## src/rtl/sort_pkg.sv

```systemverilog
// Shared constants and types for the two-lane color-sort servo scheduler.
package sort_pkg;

    localparam logic [1:0] COLOR_NONE  = 2'd0;
    localparam logic [1:0] COLOR_RED   = 2'd1;
    localparam logic [1:0] COLOR_GREEN = 2'd2;
    localparam logic [1:0] COLOR_BLUE  = 2'd3;

    typedef enum logic [2:0] {
        LANE_IDLE,
        LANE_ARMED,
        LANE_READY,
        LANE_FIRE,
        LANE_WAIT_ACK
    } lane_state_t;

    localparam int unsigned DEFAULT_DELAY_1  = 262_500_000;
    localparam int unsigned DEFAULT_DELAY_2  = 500_000_000;
    localparam int unsigned DEFAULT_LATE_MAX = 12_500_000;

    function automatic logic [7:0] sat_inc8(input logic [7:0] v);
        return (v == 8'hFF) ? v : v + 8'd1;
    endfunction

endpackage

```

## src/rtl/sort_lane.sv

```systemverilog
// One sort lane: in-order FIFO of due timestamps, the servo-handshake FSM,
// a sticky overflow flag and a saturating miss counter.
module sort_lane
    import sort_pkg::*;
#(
    parameter int unsigned DEPTH    = 4,
    parameter int unsigned TIMER_W  = 32,
    parameter int unsigned DELAY    = DEFAULT_DELAY_1,
    parameter int unsigned LATE_MAX = DEFAULT_LATE_MAX,
    parameter int unsigned ACK_TO   = 8
) (
    input  logic                         clk,
    input  logic                         rst_n,
    input  logic [TIMER_W-1:0]           now,
    input  logic                         push,
    input  logic                         servo_busy,
    input  logic                         clr_flags,
    output logic                         fire,
    output logic [$clog2(DEPTH+1)-1:0]   count,
    output logic                         overflow,
    output logic [7:0]                   miss_cnt
);

    localparam int unsigned PTR_W = $clog2(DEPTH);
    localparam int unsigned CNT_W = $clog2(DEPTH + 1);
    localparam int unsigned ACK_W = $clog2(ACK_TO + 1);

    logic [TIMER_W-1:0] mem_q [DEPTH];
    logic [PTR_W-1:0]   rd_ptr_q, rd_ptr_d;
    logic [PTR_W-1:0]   wr_ptr_q, wr_ptr_d;
    logic [CNT_W-1:0]   count_q, count_d;
    lane_state_t        state_q, state_d;
    logic [ACK_W-1:0]   ack_cnt_q, ack_cnt_d;
    logic               fire_q, fire_d;
    logic               overflow_q, overflow_d;
    logic [7:0]         miss_q, miss_d;

    logic [TIMER_W-1:0] head_age;
    logic               empty, full, head_due, head_late;
    logic               pop, push_ok, miss_evt;

    assign empty     = (count_q == '0);
    assign full      = (count_q == CNT_W'(DEPTH));
    assign head_age  = now - mem_q[rd_ptr_q];
    // Age read as signed keeps the due test correct across counter wrap.
    assign head_due  = ~head_age[TIMER_W-1];
    assign head_late = head_due && (head_age > TIMER_W'(LATE_MAX));
    assign push_ok   = push && (!full || pop);

    always_comb begin
        state_d   = state_q;
        ack_cnt_d = ack_cnt_q;
        pop       = 1'b0;
        miss_evt  = 1'b0;
        case (state_q)
            LANE_IDLE: begin
                if (!empty) state_d = LANE_ARMED;
            end
            LANE_ARMED: begin
                if (head_due) state_d = LANE_READY;
            end
            LANE_READY: begin
                if (head_late) begin
                    pop      = 1'b1;
                    miss_evt = 1'b1;
                    state_d  = (count_q > CNT_W'(1)) ? LANE_ARMED : LANE_IDLE;
                end else if (!servo_busy) begin
                    state_d = LANE_FIRE;
                end
            end
            LANE_FIRE: begin
                pop       = 1'b1;
                ack_cnt_d = '0;
                state_d   = LANE_WAIT_ACK;
            end
            LANE_WAIT_ACK: begin
                if (servo_busy || ack_cnt_q == ACK_W'(ACK_TO - 1)) begin
                    state_d = empty ? LANE_IDLE : LANE_ARMED;
                end else begin
                    ack_cnt_d = ack_cnt_q + ACK_W'(1);
                end
            end
            default: state_d = LANE_IDLE;
        endcase
    end

    always_comb begin
        rd_ptr_d = pop ? rd_ptr_q + PTR_W'(1) : rd_ptr_q;
        wr_ptr_d = push_ok ? wr_ptr_q + PTR_W'(1) : wr_ptr_q;
        count_d  = count_q;
        if (push_ok && !pop) begin
            count_d = count_q + CNT_W'(1);
        end else if (pop && !push_ok) begin
            count_d = count_q - CNT_W'(1);
        end
        fire_d = (state_d == LANE_FIRE);
        // A new event in the same cycle as a clear survives the clear.
        overflow_d = overflow_q;
        if (push && full && !pop) begin
            overflow_d = 1'b1;
        end else if (clr_flags) begin
            overflow_d = 1'b0;
        end
        miss_d = clr_flags ? 8'd0 : miss_q;
        if (miss_evt) miss_d = sat_inc8(miss_d);
    end

    always_ff @(posedge clk or negedge rst_n) begin
        if (!rst_n) begin
            rd_ptr_q   <= '0;
            wr_ptr_q   <= '0;
            count_q    <= '0;
            state_q    <= LANE_IDLE;
            ack_cnt_q  <= '0;
            fire_q     <= 1'b0;
            overflow_q <= 1'b0;
            miss_q     <= '0;
        end else begin
            rd_ptr_q   <= rd_ptr_d;
            wr_ptr_q   <= wr_ptr_d;
            count_q    <= count_d;
            state_q    <= state_d;
            ack_cnt_q  <= ack_cnt_d;
            fire_q     <= fire_d;
            overflow_q <= overflow_d;
            miss_q     <= miss_d;
        end
    end

    always_ff @(posedge clk) begin
        if (push_ok) mem_q[wr_ptr_q] <= now + TIMER_W'(DELAY);
    end

    assign fire     = fire_q;
    assign count    = count_q;
    assign overflow = overflow_q;
    assign miss_cnt = miss_q;

endmodule

```

## src/rtl/sort_scheduler.sv

```systemverilog
// Two-lane servo scheduler: timestamps red/green objects at the IR gate and
// fires each lane's servo once its delay has elapsed.
module sort_scheduler
    import sort_pkg::*;
#(
    parameter int unsigned        DEPTH    = 4,
    parameter int unsigned        TIMER_W  = 32,
    parameter int unsigned        DELAY_1  = DEFAULT_DELAY_1,
    parameter int unsigned        DELAY_2  = DEFAULT_DELAY_2,
    parameter int unsigned        LATE_MAX = DEFAULT_LATE_MAX,
    parameter int unsigned        ACK_TO   = 8,
    parameter logic [TIMER_W-1:0] NOW_INIT = '0
) (
    input  logic                           clk,
    input  logic                           rst_n,
    input  logic                           obj_valid,
    input  logic [1:0]                     obj_color,
    input  logic [1:0]                     servo_busy,
    output logic [1:0]                     fire,
    output logic [2*$clog2(DEPTH+1)-1:0]   pending,
    output logic [1:0]                     overflow,
    output logic [15:0]                    miss_cnt,
    input  logic                           clr_flags
);

    localparam int unsigned CNT_W = $clog2(DEPTH + 1);

    logic [TIMER_W-1:0] now_q, now_d;

    assign now_d = now_q + TIMER_W'(1);

    always_ff @(posedge clk or negedge rst_n) begin
        if (!rst_n) begin
            now_q <= NOW_INIT;
        end else begin
            now_q <= now_d;
        end
    end

    // Lane index 0 serves red with DELAY_1, lane index 1 serves green with DELAY_2.
    for (genvar gi = 0; gi < 2; gi++) begin : g_lane
        localparam int unsigned LANE_DELAY = (gi == 0) ? DELAY_1 : DELAY_2;
        localparam logic [1:0]  LANE_COLOR = (gi == 0) ? COLOR_RED : COLOR_GREEN;

        sort_lane #(
            .DEPTH    (DEPTH),
            .TIMER_W  (TIMER_W),
            .DELAY    (LANE_DELAY),
            .LATE_MAX (LATE_MAX),
            .ACK_TO   (ACK_TO)
        ) u_lane (
            .clk        (clk),
            .rst_n      (rst_n),
            .now        (now_q),
            .push       (obj_valid && (obj_color == LANE_COLOR)),
            .servo_busy (servo_busy[gi]),
            .clr_flags  (clr_flags),
            .fire       (fire[gi]),
            .count      (pending[gi*CNT_W +: CNT_W]),
            .overflow   (overflow[gi]),
            .miss_cnt   (miss_cnt[gi*8 +: 8])
        );
    end

endmodule

```

## config.mk

```make
export PLATFORM = sky130hd
export DESIGN_NAME = sort_scheduler
export DESIGN_NICKNAME = d
export VERILOG_FILES = /design/src/rtl/sort_pkg.sv /design/src/rtl/sort_lane.sv /design/src/rtl/sort_scheduler.sv
export SDC_FILE = /design/constraint.sdc
export NUM_CORES = 1
export LEC_CHECK = 0
export BUFFER_PORTS_ARGS = -buffer_cell sky130_fd_sc_hd__buf_2
export CAP_MARGIN = 20
export CORE_MARGIN = 2
export CORE_UTILIZATION = 45
export CTS_CLUSTER_DIAMETER = 40
export DETAILED_ROUTE_END_ITERATION = 8
export PLACE_DENSITY = 0.73
export SLEW_MARGIN = 20
export SYNTH_ARGS = -nofsm -noshare
export SYNTH_HDL_FRONTEND = slang
export SYNTH_SLANG_ARGS = --single-unit
```

## constraint.sdc

```tcl
create_clock -name clk -period 6.8 [get_ports clk]
set_clock_uncertainty 0.15 [all_clocks]
set_input_delay 1.36 -clock clk [delete_from_list [all_inputs] [get_ports clk]]
set_output_delay 1.36 -clock clk [all_outputs]
set_load 0.05 [all_outputs]
```

==> impl_metrics.env <==
export IMPL_status="finished clean"
export IMPL_maxSlewViolCount=0
export IMPL_clock_path_buffers=3
export IMPL_hpwl_um=27800
export IMPL_wirelength_um=39400
export IMPL_via_per_inst=5.72
export IMPL_syn_nets=1618
export IMPL_initial_core_util_pct=45.4
export IMPL_dpl_cell_area_sq_um=19200
export IMPL_drv_cap=0
export IMPL_post_synth_cell_area_avg_sq_um=12.2
export IMPL_drc=0
export IMPL_cts_tree="built"
export IMPL_power_mw=6.42
export IMPL_areaGrowthSynthToFinish_pct=12.1
export IMPL_min_period_over_period_pct=87.6
export IMPL_clock_latency_ns=0.54
export IMPL_fin_nets=1654
export IMPL_htree_levels=2
export IMPL_timing_final_hold_violations=0
export IMPL_post_synth_instance_area_sq_um=18500
export IMPL_rsz0062_at_grt="false"
export IMPL_cts_setup_buffers=0
export IMPL_cp_max_fo=28
export IMPL_ys_ff_latch=336
export IMPL_vias=12100
export IMPL_slowest_stage="a211oi_1"
export IMPL_antenna_left=0
export IMPL_fp_row_count=74
export IMPL_ys_flop_type="edfxtp_1"
export IMPL_diodes=0
export IMPL_dieArea_sq_um=42800
export IMPL_clkSlewWorstSetupHoldPaths_ns=0.06
export IMPL_cp_num_buf_inv=2
export IMPL_grt_max_degree=65
export IMPL_crit_family="compound AO/OA/AOI/OAI gates"
export IMPL_cts_root_buf="clkbuf_16"
export IMPL_ys_warn_count=0
export IMPL_synthCells=1516
export IMPL_ir_drop_mv=0.180
export IMPL_core_sq_um=40700
export IMPL_antenna_found_initial=0
export IMPL_grt_use_total_pct=18.7
export IMPL_end_kind="flop"
export IMPL_setup_tns_ns=0
export IMPL_synth_edf_count=256
export IMPL_cts_sinks=336
export IMPL_grt_pass1_vias=12100
export IMPL_layout_cells_non_filler=2121
export IMPL_final_design_area_no_fill_sq_um=20700
export IMPL_hold_worst_slack_ns=0.336
export IMPL_power_density_nw_per_um2=309
export IMPL_drt_iter0_markers=983
export IMPL_max_freq_ghz=0.168
export IMPL_min_period_ns=5.95
export IMPL_numCtsBuffers=46
export IMPL_cts_resized=0
export IMPL_die_w_um=207
export IMPL_dr_pass1_iters=6
export IMPL_fillers=3433
export IMPL_critPathKind="flop to flop"
export IMPL_finalSetupViolCount=0
export IMPL_ios=34
export IMPL_path_cells="buf_4 -> mux4_2 -> inv_1 -> ha_1 -> a21oi_1 -> o21ai_0 -> nor2b_1 -> or3_1 -> a311oi_1 -> a31oi_1 -> a311oi_1 -> a21oi_1 -> a31o_2 -> a211oi_1 -> nor2_1 -> ha_1 -> mux2i_1 -> nor2_1 -> xor2_1"
export IMPL_die_h_um=207
export IMPL_yosysSeqAreaShare_pct=52.3
export IMPL_drt_wirelength_per_cell_um=18.6
export IMPL_hp_class="flop to flop"
export IMPL_ctsHoldBuffers=0
export IMPL_cp_start_kind="flop"
export IMPL_critPathArrivalTime_ns=6.20
export IMPL_ys_types=91
export IMPL_relSlewSlack_pct=41.8
export IMPL_gp_congestion=0.890
export IMPL_overflow=0
export IMPL_timing_worst_slew_pin_value_ns=0.868
export IMPL_critPathMaxStageDelay_ns=0.78
export IMPL_synthArstFlopShare_pct=23.8
export IMPL_drive_gt1_share_pct=14.5
export IMPL_grt_first_pass_wirelength_um=63600
export IMPL_p_leak_nw=7.89
export IMPL_placed_cells=2036
export IMPL_io_buffers=33
export IMPL_cp_required_ns=7.05
==> logic make-up after synthesis <==
kind of cell,synth area share (%)
simple gates,11.1
fa+ha+maj,6.43
compound gates,11.7
flops,52.3
mux,8.82
xor+xnor,6.20
buf+inv,3.39
==> synth_stat cells (all sizes together), types with 12 or more instances <==
cell type / count / share of area (%)
edfxtp: 256 / 42
nand2: 99 / 2.0
nor2: 97 / 2.0
inv: 94 / 1.9
ha: 92 / 6.2
a21oi: 86 / 2.6
dfrtp: 80 / 11
xnor2: 71 / 3.4
o21ai: 66 / 1.8
mux4: 64 / 7.8
xor2: 60 / 2.8
clkbuf: 38 / 0.77
nand3: 32 / 0.87
a21o: 27 / 1.1
buf: 24 / 0.71
and3: 23 / 0.78
nor2b: 23 / 0.78
nor3: 23 / 0.62
and2: 21 / 0.71
nand4: 21 / 0.71
o211ai: 17 / 0.69
o21a: 13 / 0.53
nand2b: 12 / 0.41
==> flip-flops by register name, indices dropped and copies added (netlist names) <==
signal,count
g_lane.u_lane.state_q,6
g_lane.u_lane.fire,2
g_lane.u_lane.ack_cnt_q,8
g_lane.u_lane.count,6
g_lane.u_lane.mem_q,256
now_q,32
g_lane.u_lane.rd_ptr_q,4
g_lane.u_lane.wr_ptr_q,4
g_lane.u_lane.overflow,2
g_lane.u_lane.miss_cnt,16
==> through the flow <==
stage | setup slack, ns | util (%)
global placement | 0.849 | 47.2
CTS | 0.823 | 50.9
finish | 0.846 | 50.9
global route | 0.311 | 50.9
floorplan | -0.440 | -
detailed placement | 0.884 | 47.2
==> cells in the final DEF (no fill, tap or decap), types with 10 or more instances in the layout <==
cell type	count
nand2b_1	12
nand2_1	97
a21o_1	27
inv_1	94
a21oi_1	77
o21a_1	13
and2_1	20
and3_1	23
nor2b_1	23
clkbuf_16	47
inv_6	11
dfrtp_1	78
o21ai_0	59
mux4_2	64
edfxtp_1	256
xnor2_1	71
buf_2	32
or3_1	10
nor3_1	23
nand4_1	21
o211ai_1	17
ha_1	92
buf_4	18
xor2_1	60
nor2_1	97
nand3_1	32
==> final timing paths <==
check	from	slack (ns)	to	depth (start not counted)
max	g_lane[1].u_lane.rd_ptr_q[0]$_DFFE_PN0N_	0.85	g_lane[1].u_lane.count[2]$_DFFE_PN0P_	19
min	g_lane[1].u_lane.state_q[2]$_DFF_PN0_	0.34	g_lane[1].u_lane.state_q[1]$_DFF_PN0_	1
max reg2reg	g_lane[1].u_lane.rd_ptr_q[0]$_DFFE_PN0N_	0.85	g_lane[1].u_lane.count[2]$_DFFE_PN0P_	19
min reg2reg	g_lane[1].u_lane.state_q[2]$_DFF_PN0_	0.34	g_lane[1].u_lane.state_q[1]$_DFF_PN0_	1
max in group asynchronous	rst_n	4.81	g_lane[1].u_lane.rd_ptr_q[0]$_DFFE_PN0N_	2
min in group asynchronous	rst_n	0.52	g_lane[0].u_lane.miss_cnt[4]$_DFF_PN0_	1
==> where the power goes <==
part           leakage (nW)  total, mW  switching, mW  internal, mW
clock                 0.744       2.33          0.927          1.40
sequential             3.00       2.51          0.170          2.34
combinational          4.14       1.58          0.929         0.649
total                  7.89       6.42           2.03          4.39
==> metal layers <==
metal,wire [um],vias up,global-route usage [%]
met3,1890,56,2.51
met1,18700,5996,27.7
met5,0,-,0
met4,748,0,5.02
met2,18100,310,29.3
li1,-,5780,-
==> final cells by class <==
cell class | count | area [sq um] | share of cell area [%]
Multi-Input combinational cell | 1024 | 8220 | 39.6
Timing Repair Buffer | 50 | 295 | 1.42
Sequential cell | 336 | 9690 | 46.7
Clock buffer | 56 | 1230 | 5.93
Tap cell | 532 | 666 | 3.21
Clock inverter | 29 | 292 | 1.41
Inverter | 94 | 353 | 1.70
Power figures use the tool's default switching activity.
